==> config.mk <==
export PLATFORM = sky130hd
export DESIGN_NAME = mips_prog_loader
export DESIGN_NICKNAME = d
export VERILOG_FILES = /design/src/rtl/mips_pkg.sv /design/src/rtl/byte_word_packer.sv /design/src/rtl/mips_prog_loader.sv
export SDC_FILE = /design/constraint.sdc
export NUM_CORES = 1
export LEC_CHECK = 0
export ABC_AREA = 1
export CAP_MARGIN = 20
export CORE_MARGIN = 1
export CORE_UTILIZATION = 36
export DETAILED_ROUTE_END_ITERATION = 8
export DONT_BUFFER_PORTS = 1
export GPL_TIMING_DRIVEN = 0
export PLACE_DENSITY = 0.62
export SYNTH_ARGS = -nofsm -noshare
export SYNTH_HDL_FRONTEND = slang
export SYNTH_HIERARCHICAL = 1
export SYNTH_SLANG_ARGS = --single-unit
==> constraint.sdc <==
create_clock -name clk1 -period 3.6 [get_ports clk1]
set_clock_uncertainty 0.2 [all_clocks]
set_input_delay 0.72 -clock clk1 [delete_from_list [all_inputs] [get_ports clk1]]
set_output_delay 0.72 -clock clk1 [all_outputs]
set_load 0.1 [all_outputs]
==> src/rtl/mips_pkg.sv <==
// Shared definitions for the mips core and its program loader:
// loader state encoding, HLT opcode, default memory geometry and frame marker.
// No logic; constants and types only.
package mips_pkg;

  localparam int         MEM_AW        = 10;
  localparam logic [7:0] SYNC_BYTE_DEF = 8'hA5;
  localparam logic [5:0] HLT           = 6'h3F;

  typedef enum logic [3:0] {
    IDLE,
    ADDR0,
    ADDR1,
    LEN0,
    LEN1,
    DATA,
    CHK,
    DONE,
    ERR
  } ld_state_e;

endpackage

==> src/rtl/byte_word_packer.sv <==
// Big-endian 4-byte to 32-bit word assembler with a 2-bit byte counter.
// Latency: word_vld_o/word_dat_o are combinational with the 4th byte (0 cycles).
// Backpressure: none; the caller only presents bytes it has already accepted.
module byte_word_packer (
  input  logic        clk_i,
  input  logic        rst_ni,
  input  logic        clr_i,
  input  logic        byte_vld_i,
  input  logic [7:0]  byte_dat_i,
  output logic        word_vld_o,
  output logic [31:0] word_dat_o
);

  logic [1:0]  cnt_q, cnt_d;
  logic [23:0] asm_q, asm_d;

  // Next-state: clear wins; otherwise shift in one byte per valid beat
  always_comb begin
    cnt_d = cnt_q;
    asm_d = asm_q;
    if (clr_i) begin
      cnt_d = 2'd0;
      asm_d = 24'd0;
    end else if (byte_vld_i) begin
      cnt_d = cnt_q + 2'd1;
      asm_d = {asm_q[15:0], byte_dat_i};
    end
  end

  // Counter and the three most-significant bytes held so far
  always_ff @(posedge clk_i or negedge rst_ni) begin
    if (!rst_ni) begin
      cnt_q <= 2'd0;
      asm_q <= 24'd0;
    end else begin
      cnt_q <= cnt_d;
      asm_q <= asm_d;
    end
  end

  // The 4th byte completes the word in the same cycle it arrives
  assign word_vld_o = byte_vld_i && !clr_i && (cnt_q == 2'd3);
  assign word_dat_o = {asm_q, byte_dat_i};

endmodule

==> src/rtl/mips_prog_loader.sv <==
// Framed byte-stream loader writing 32-bit words into the core memory, then releasing the core.
// Latency: a word is written the cycle after its 4th byte; start pulse the cycle after the CHK byte.
// Backpressure: s_ready drops only for the single DONE/ERR cycle. MIPS_LOADER_HALT_CHECK_EN adds HLT check.
module mips_prog_loader
  import mips_pkg::*;
#(
  parameter int         AW        = MEM_AW,
  parameter logic [7:0] SYNC_BYTE = SYNC_BYTE_DEF
) (
  input  logic          clk1,
  input  logic          rst_n,
  input  logic          s_valid,
  output logic          s_ready,
  input  logic [7:0]    s_data,
  output logic          mem_we,
  output logic [AW-1:0] mem_addr,
  output logic [31:0]   mem_wdata,
  output logic          core_hold,
  output logic          core_start,
  output logic          load_done,
  output logic          load_err,
  output logic [15:0]   words_written
);

  ld_state_e     state_q;
  logic          s_ready_q;
  logic          mem_we_q;
  logic [AW-1:0] mem_addr_q;
  logic [31:0]   mem_wdata_q;
  logic          core_hold_q;
  logic          core_start_q;
  logic          load_done_q;
  logic          load_err_q;
  logic [15:0]   words_q;
  logic [AW-1:0] addr_q;
  logic [7:0]    addr_hi_q;
  logic [7:0]    len_hi_q;
  logic [15:0]   len_q;
  logic [7:0]    xor_q;
`ifdef MIPS_LOADER_HALT_CHECK_EN
  logic          hlt_q;
`endif

  logic          acc_d;
  logic          sync_d;
  logic          pk_word_vld;
  logic [31:0]   pk_word;
  logic [15:0]   words_d;
  logic          chk_ok_d;

  assign acc_d   = s_valid && s_ready_q;
  assign sync_d  = acc_d && (state_q == IDLE) && (s_data == SYNC_BYTE);
  assign words_d = words_q + 16'd1;

`ifdef MIPS_LOADER_HALT_CHECK_EN
  assign chk_ok_d = (s_data == xor_q) && hlt_q;
`else
  assign chk_ok_d = (s_data == xor_q);
`endif

  byte_word_packer u_packer (
    .clk_i      (clk1),
    .rst_ni     (rst_n),
    .clr_i      (sync_d),
    .byte_vld_i (acc_d && (state_q == DATA)),
    .byte_dat_i (s_data),
    .word_vld_o (pk_word_vld),
    .word_dat_o (pk_word)
  );

  // Frame FSM with registered outputs, checksum, address and word counting
  always_ff @(posedge clk1 or negedge rst_n) begin
    if (!rst_n) begin
      state_q      <= IDLE;
      s_ready_q    <= 1'b0;
      mem_we_q     <= 1'b0;
      mem_addr_q   <= '0;
      mem_wdata_q  <= 32'd0;
      core_hold_q  <= 1'b1;
      core_start_q <= 1'b0;
      load_done_q  <= 1'b0;
      load_err_q   <= 1'b0;
      words_q      <= 16'd0;
      addr_q       <= '0;
      addr_hi_q    <= 8'd0;
      len_hi_q     <= 8'd0;
      len_q        <= 16'd0;
      xor_q        <= 8'd0;
`ifdef MIPS_LOADER_HALT_CHECK_EN
      hlt_q        <= 1'b0;
`endif
    end else begin
      mem_we_q     <= 1'b0;
      core_start_q <= 1'b0;

      // Completed words commit immediately; a later bad checksum does not undo them
      if (pk_word_vld) begin
        mem_we_q    <= 1'b1;
        mem_wdata_q <= pk_word;
        mem_addr_q  <= addr_q;
        addr_q      <= addr_q + AW'(1);
        words_q     <= words_d;
`ifdef MIPS_LOADER_HALT_CHECK_EN
        if (pk_word[31:26] == HLT) hlt_q <= 1'b1;
`endif
      end

      case (state_q)
        IDLE: begin
          s_ready_q <= 1'b1;
          if (sync_d) begin
            state_q     <= ADDR0;
            load_done_q <= 1'b0;
            load_err_q  <= 1'b0;
            words_q     <= 16'd0;
            core_hold_q <= 1'b1;
            xor_q       <= 8'd0;
`ifdef MIPS_LOADER_HALT_CHECK_EN
            hlt_q       <= 1'b0;
`endif
          end
        end
        ADDR0: if (acc_d) begin
          addr_hi_q <= s_data;
          xor_q     <= xor_q ^ s_data;
          state_q   <= ADDR1;
        end
        ADDR1: if (acc_d) begin
          // Only the low AW bits of the 16-bit start address select a word
          addr_q  <= AW'({addr_hi_q, s_data});
          xor_q   <= xor_q ^ s_data;
          state_q <= LEN0;
        end
        LEN0: if (acc_d) begin
          len_hi_q <= s_data;
          xor_q    <= xor_q ^ s_data;
          state_q  <= LEN1;
        end
        LEN1: if (acc_d) begin
          len_q   <= {len_hi_q, s_data};
          xor_q   <= xor_q ^ s_data;
          state_q <= ({len_hi_q, s_data} == 16'd0) ? CHK : DATA;
        end
        DATA: if (acc_d) begin
          xor_q <= xor_q ^ s_data;
          if (pk_word_vld && (words_d == len_q)) state_q <= CHK;
        end
        CHK: if (acc_d) begin
          s_ready_q <= 1'b0;
          if (chk_ok_d) begin
            state_q      <= DONE;
            core_start_q <= 1'b1;
            core_hold_q  <= 1'b0;
            load_done_q  <= 1'b1;
          end else begin
            state_q    <= ERR;
            load_err_q <= 1'b1;
          end
        end
        DONE, ERR: begin
          state_q   <= IDLE;
          s_ready_q <= 1'b1;
        end
        default: state_q <= IDLE;
      endcase
    end
  end

  assign s_ready       = s_ready_q;
  assign mem_we        = mem_we_q;
  assign mem_addr      = mem_addr_q;
  assign mem_wdata     = mem_wdata_q;
  assign core_hold     = core_hold_q;
  assign core_start    = core_start_q;
  assign load_done     = load_done_q;
  assign load_err      = load_err_q;
  assign words_written = words_q;

endmodule

* After elaboration in Yosys (flattened, before gate mapping)
Cells that the tools add are included.
Operators by class: add/subtract/negate cells 3, multipliers 0, div/mod/pow operators 0, magnitude comparators 0, equality and inequality tests 23, shifts and indexed selects 0, muxes and demuxes 41, bitwise logic cells 1, reduce and logical (&&, ||, !) cells 24
Operators by type and width (count):
- 16-bit 2-to-1 mux | 3
- 24-bit 2-to-1 mux | 2
- 4-bit 2-to-1 mux | 9
- 10-bit 2-to-1 mux | 3
- 4-bit one-hot mux with 7 select lines | 1
- 16-bit by 1-bit adder with 16-bit output, second input constant | 1
- 16-bit == test | 1
- 4-bit by 3-bit == test with 1-bit output, second input constant | 4
- 16-bit zero test | 1
- 8-bit 2-to-1 mux | 2
- 2-bit != test, second input constant | 8
- 8-bit one-hot mux with 2 select lines | 1
- 1-bit 2-to-1 mux | 13
- 10-bit by 1-bit adder with 10-bit output, second input constant | 1
- 4-bit by 2-bit == test with 1-bit output, second input constant | 2
- 8-bit == test | 1
- 8-bit == test, second input constant | 1
- 1-bit one-hot mux with 2 select lines | 4
- 2-bit AND reduction | 4
- 4-bit AND reduction | 2
- 8-bit AND reduction | 1
- 2-bit nonzero test | 4
- 8-bit bitwise XOR | 1
- 1-bit logical AND | 7
- 11 further kinds | 15
Word-level totals: register bits 138, latch bits 0, bits in writable memories 0, bits in read-only memories 0, input port bits 11, output and inout bits 64, word-level logic and storage cells 109, memories kept 0

* Depth between registers and ports, before layout
depth after elaboration 10, mapped depth 21, depth with buffers taken out 20

* Cells and area by module
Netlist, hierarchy kept.
By module, submodules not included:
- mips_prog_loader | instances 1, cells each 682, area an instance 5467.7 um^2, seq. area each 2803.9 um^2
- byte_word_packer | instances 1, cells each 124, area an instance 1127.3 um^2, seq. area each 650.6 um^2

* Worst setup path after synthesis
Ideal clock, no wire load.
path type register to register, start point register s_ready_q (netlist: s_ready), end point register addr_q[9], setup time 0.132 ns, arrival time 2.778 ns, required time 3.268 ns, setup slack 0.490 ns, stages on the path, launching flop included 14, clock period less this slack 3.110 ns, cell sequence dfrtp_1 -> nand2_1 -> nor4_1 -> nand2_1 -> clkinv_2 -> inv_2 -> and3_1 -> buf_2 -> nand2_1 -> nor3_1 -> nand3_1 -> nand3b_1 -> xor2_1 -> a21oi_1
Between the ends: cells in the longest elaborated chain, start to end 9, elaborated cells between the ends (all ways) 10
RTL lines:
- start, declared | RTL line mips_prog_loader.sv:26 | logic s_ready_q;
- start signal, assigned | RTL line mips_prog_loader.sv:75 | s_ready_q <= 1'b0;
- start signal, assigned | RTL line mips_prog_loader.sv:110 | s_ready_q <= 1'b1;
- start signal, assigned | RTL line mips_prog_loader.sv:149 | s_ready_q <= 1'b0;
- 1-bit logical AND (*) | RTL line mips_prog_loader.sv:51 | assign acc_d = s_valid && s_ready_q;
- 1-bit logical AND (*) (2 in series) | RTL line mips_prog_loader.sv:52 | assign sync_d = acc_d && (state_q == IDLE) && (s_data == SYNC_BYTE);
- via sync_d | RTL line mips_prog_loader.sv:45 | logic sync_d;
- 1-bit zero test (*) | RTL line byte_word_packer.sv:42 | assign word_vld_o = byte_vld_i && !clr_i && (cnt_q == 2'd3);
- 1-bit logical AND (*) (2 in series) | RTL line byte_word_packer.sv:42
- via pk_word_vld | RTL line mips_prog_loader.sv:46 | logic pk_word_vld;
- 10-bit 2-to-1 mux (*) | RTL line mips_prog_loader.sv:97 | if (pk_word_vld) begin
- 10-bit 2-to-1 mux | RTL line mips_prog_loader.sv:128 | ADDR1: if (acc_d) begin
- 10-bit 2-to-1 mux (*) | RTL line mips_prog_loader.sv:108 | case (state_q)
- end signal, assigned | RTL line mips_prog_loader.sv:101 | addr_q <= addr_q + AW'(1);
- end signal, assigned | RTL line mips_prog_loader.sv:130 | addr_q <= AW'({addr_hi_q, s_data});
- end, declared | RTL line mips_prog_loader.sv:35 | logic [AW-1:0] addr_q;
Mark *: on every way through the listed nets, which the timed path passes. The rest lies on a longest branch. A chain may end at the register's enable or synchronous reset.

* Worst setup path in the final report
Same ends and word-level chain as after synthesis.

==> metrics.md <==
| Metric | Value |
|---|---|
| Non-Filler Instances | `1067` |
| Slew @ Worst Pin | `between 1 and 1.5 ns` |
| Ys Warns | `6` |
| CP startpoint | `s_ready` |
| NetSw | `0.002083 W` |
| Combinational power share | `0.196` |
| Initial core utilization | `0.3671` |
| P per Cell Area | `744.5 mW/mm²` |
| CTS tree | `built` |
| Layer with the highest usage | `met2` |
| Fin crit period | `3.300 ns` |
| Yosys cell types | `43` |
| Switching part of the total power | `0.3730` |
| Commonest non-fill, non-tap cell in the layout | `nand2_1` |
| Site Rows | `49` |
| Root Driver | `clkbuf_16` |
| Mapped cell area | `0.006595 mm²` |
| Mapped Cells | `806` |
| Dpl hpwl | `11620 µm` |
| Sink Count | `138` |
| CTS max path bufs | `2` |
| Drc violations | `0` |
| Yosys reg bits | `138` |
| Commonest cells after routing, fill and taps aside | `299 x nand2_1, 136 x dfrtp_1, 73 x nand3_1` |
| Htree depth | `4` |
| Finished Cell Area | `0.007501 mm²` |
| Fin crit share | `0.9167` |
| Flop2flop setup slack | `around 0.3 ns` |
| Antenna violations before repair | `0` |
| Hold_ws | `-0.2044 ns` |
| Number of synthesized flops with an enable pin | `0` |
| Final core area utilization | `0.4176` |
| Count of input and output buffers | `0` |
| Syn_area_per_cell | `8.182 µm²` |
| Worst-path cell chain | `nand2_2 > nor4_1 > nand2_1 > inv_4 > inv_2 > and3_1 > buf_2 > nand2_1 > nor3_1 > nand3_1 > nand3b_1 > xor2_1 > a21oi_1` |
| Overflow after GRT | `0` |
| Critical path class | `register to register` |
| Worst Path Required | `3.69 ns` |
| Reg power frac | `0.481` |
| Pre-Repair DR Iteration Count | `5` |
| CP Buf/Inv Count | `3` |
| FF-to-FF path depth | `13` |
| Core area | `0.01796 mm²` |
| DR vias | `5327` |
| GRT Util Overall | `0.1854` |
| Critical path fanouts, max | `10` |
| Met2 GRT Util | `0.2758` |
| Startpoint types | `register` |
| RSZ-0062 raised after global routing | `no` |
| DP Cell Count | `slightly above 1000` |
| Peak Freq | `0.3030 GHz` |
| Clk pin slew, worst setup/hold paths | `0.06 ns` |
| Asr flop ratio synth | `1.000` |
| Delay-heaviest family, CP | `simple AND/OR/NAND/NOR gates` |
| Synth Net Count | `820` |
| Fin. max-slew vios | `0` |
| Hold Path Class | `input port to asynchronous set/reset pin` |
| Max stage delay on crit path | `0.63 ns` |
| Worst-Skew Late Latency | `0.42 ns` |
| Clock Power Share | `0.323` |
| R2r startpoint | `s_ready` |
| Vias in the first global route | `4935` |
| Most frequent CP cell | `nand2_1` |
| Antenna Nets Post-Route | `0` |
| Met1 Resource Use GR | `0.2556` |
| Die Span X | `about 140 µm` |
| Met3 Use GR | `0.05850` |
| Status | `finished with violations` |
| VDD IR-drop max | `0.0003997 V` |
| 1st-iter DRT viols | `roughly 430` |
| Top Ports | `between 70 and 80` |
| Critical Path AT | `3.39 ns` |
| Slew HR | `0.2333` |
| Die area | `0.01887 mm²` |
| Post-DP Area | `0.006882 mm²` |
| Final Hold Vio Count | `around 140` |
| Share of cells above drive strength 1 | `0.09308` |
| Dominant synthesized flop cell | `dfrtp_1` |
| Nets@finish | `between 800 and 900` |
| CTS buffer count | `17` |
| Inserted Diodes | `0` |
| First-pass GRT wire length | `26300 µm` |
| Internal power | `0.003501 W` |
| Post-synthesis sequential area ratio | `0.5238` |
| MaxCap Viol Count | `0` |
| Crit. path cell count | `13` |
| DR WL/cell | `15.46 µm` |
| GP Congestion | `0.8521` |
| Largest net degree at the start of global routing | `139` |
| Cell leakage power | `between 3 and 4 nW` |
| Final Setup Violations | `0` |
| Die Ht | `~140 µm` |
| CP max stage cell | `dfrtp_4` |
| CP endpoint | `addr_q[9]` |
| Via density per instance | `~5` |
| Failing checks | `negative hold slack` |
| Routed wire length | `16500 µm` |
| Area grow syn2layout | `13.74%` |
| Critical R2R Capture | `addr_q[9]` |
| CP Capture Type | `register` |
[routing by layer]
metal,wire length [µm],part of all wire
met5,0,0
met4,241,0.015
met3,1251,0.076
met2,7435,0.45
met1,7572,0.46
[state kept, by name, summed over array words and instances (netlist names), 2 cells and up]
signal,flops
mem_wdata,32
state_q,4
mem_addr,10
len_q,16
len_hi_q,8
u_packer/cnt_q,2
u_packer/asm_q,24
addr_q,10
words_written,16
addr_hi_q,2
xor_q,8
[final cells by class]
type	instances	area, µm²
Sequential cell	138	3458
Fill cell	1816	10460
Tap cell	229	286.5
Clock inverter	12	163.9
Inverter	62	235.2
Multi-Input combinational cell	570	2715
Clock buffer	20	446.7
Buffer	36	195.2
[through the flow]
| step | setup WS, ns | total power [W] | setup TNS (ns) |
|---|---|---|---|
| final | 0.2998 | 0.005584 | 0 |
| after global placement | -0.3394 | 0.003749 | -6.635 |
| after CTS | 0.04986 | 0.005619 | 0 |
| after floorplan | 0.4895 | 0.003484 | 0 |
| after global routing | 0.06615 | 0.005920 | 0 |
| after detailed placement | -0.3690 | 0.003793 | -7.093 |
[repair_timing]
item	in CTS	in global routing
resized for setup	2	4
setup buffers	0	0
endpoints found under the setup margin	35	24
hold endpoints to repair	138	138
[synth_stat cells (2+ instances only)]
library cell	n	area, µm²
nand3_1	73	365.4
nand2_2	8	50.05
nand4_1	16	100.1
buf_2	5	25.02
nand3b_1	12	90.09
nor3_1	2	10.01
or2_2	2	12.51
inv_1	60	225.2
o211ai_1	4	30.03
xor2_1	8	70.07
nor2_4	6	67.56
nor2_2	4	25.02
ha_1	3	37.54
nor2_1	44	165.2
buf_4	8	60.06
o22ai_1	2	12.51
buf_6	3	33.78
a21oi_1	18	90.09
nand2_1	300	1126
o21ai_0	42	210.2
dfrtp_1	137	3428
o21bai_1	2	15.01
clkbuf_1	17	63.81
a211oi_1	2	15.01
xnor2_1	8	70.07
buf_1	3	11.26
[power by group through the flow]
stage / registers [W] / logic, W / clock network [W]
after global routing: 0.00274 / 0.00127 / 0.00191
after global placement: 0.00269 / 0.00106 / 0
after detailed placement: 0.00270 / 0.00109 / 0
final: 0.00269 / 0.00110 / 0.00180
after floorplan: 0.00258 / 0.000902 / 0
after CTS: 0.00268 / 0.00110 / 0.00184
[cells by family (layout without fill, tap and decap cells)]
family,after synthesis,in the layout,synth area share
adders and majority gates,3,3,0.005692
xor gates and xnor gates,17,17,0.02466
DFF,138,138,0.5238
buffers and inverters,98,130,0.06488
and+or+nand+nor,472,472,0.3117
AOI/OAI and AO/OA,78,78,0.06925
[worst min path at each step]
stage,from,endpoint,slack [ns],depth (start not counted)
after detailed placement,rst_n,mem_wdata[26],0.23,0
after CTS,rst_n,u_packer/asm_q[11],-0.23,0
after floorplan,rst_n,addr_hi_q[0],0.22,0
after global placement,rst_n,mem_wdata[26],0.23,0
final,rst_n,mem_wdata[20],-0.20,0
after global routing,rst_n,mem_wdata[20],-0.23,0
[worst register-to-register path, delay by kind of cell (launching register included)]
kind / cells / cell delay [ns]
flip-flops: 1 / 0.63
AO/OA/AOI/OAI: 1 / 0.08
XOR/XNOR: 1 / 0.16
buffers and inverters: 3 / 0.52
AND/OR/NAND/NOR: 8 / 1.59
Power figures use the tool's default switching activity.
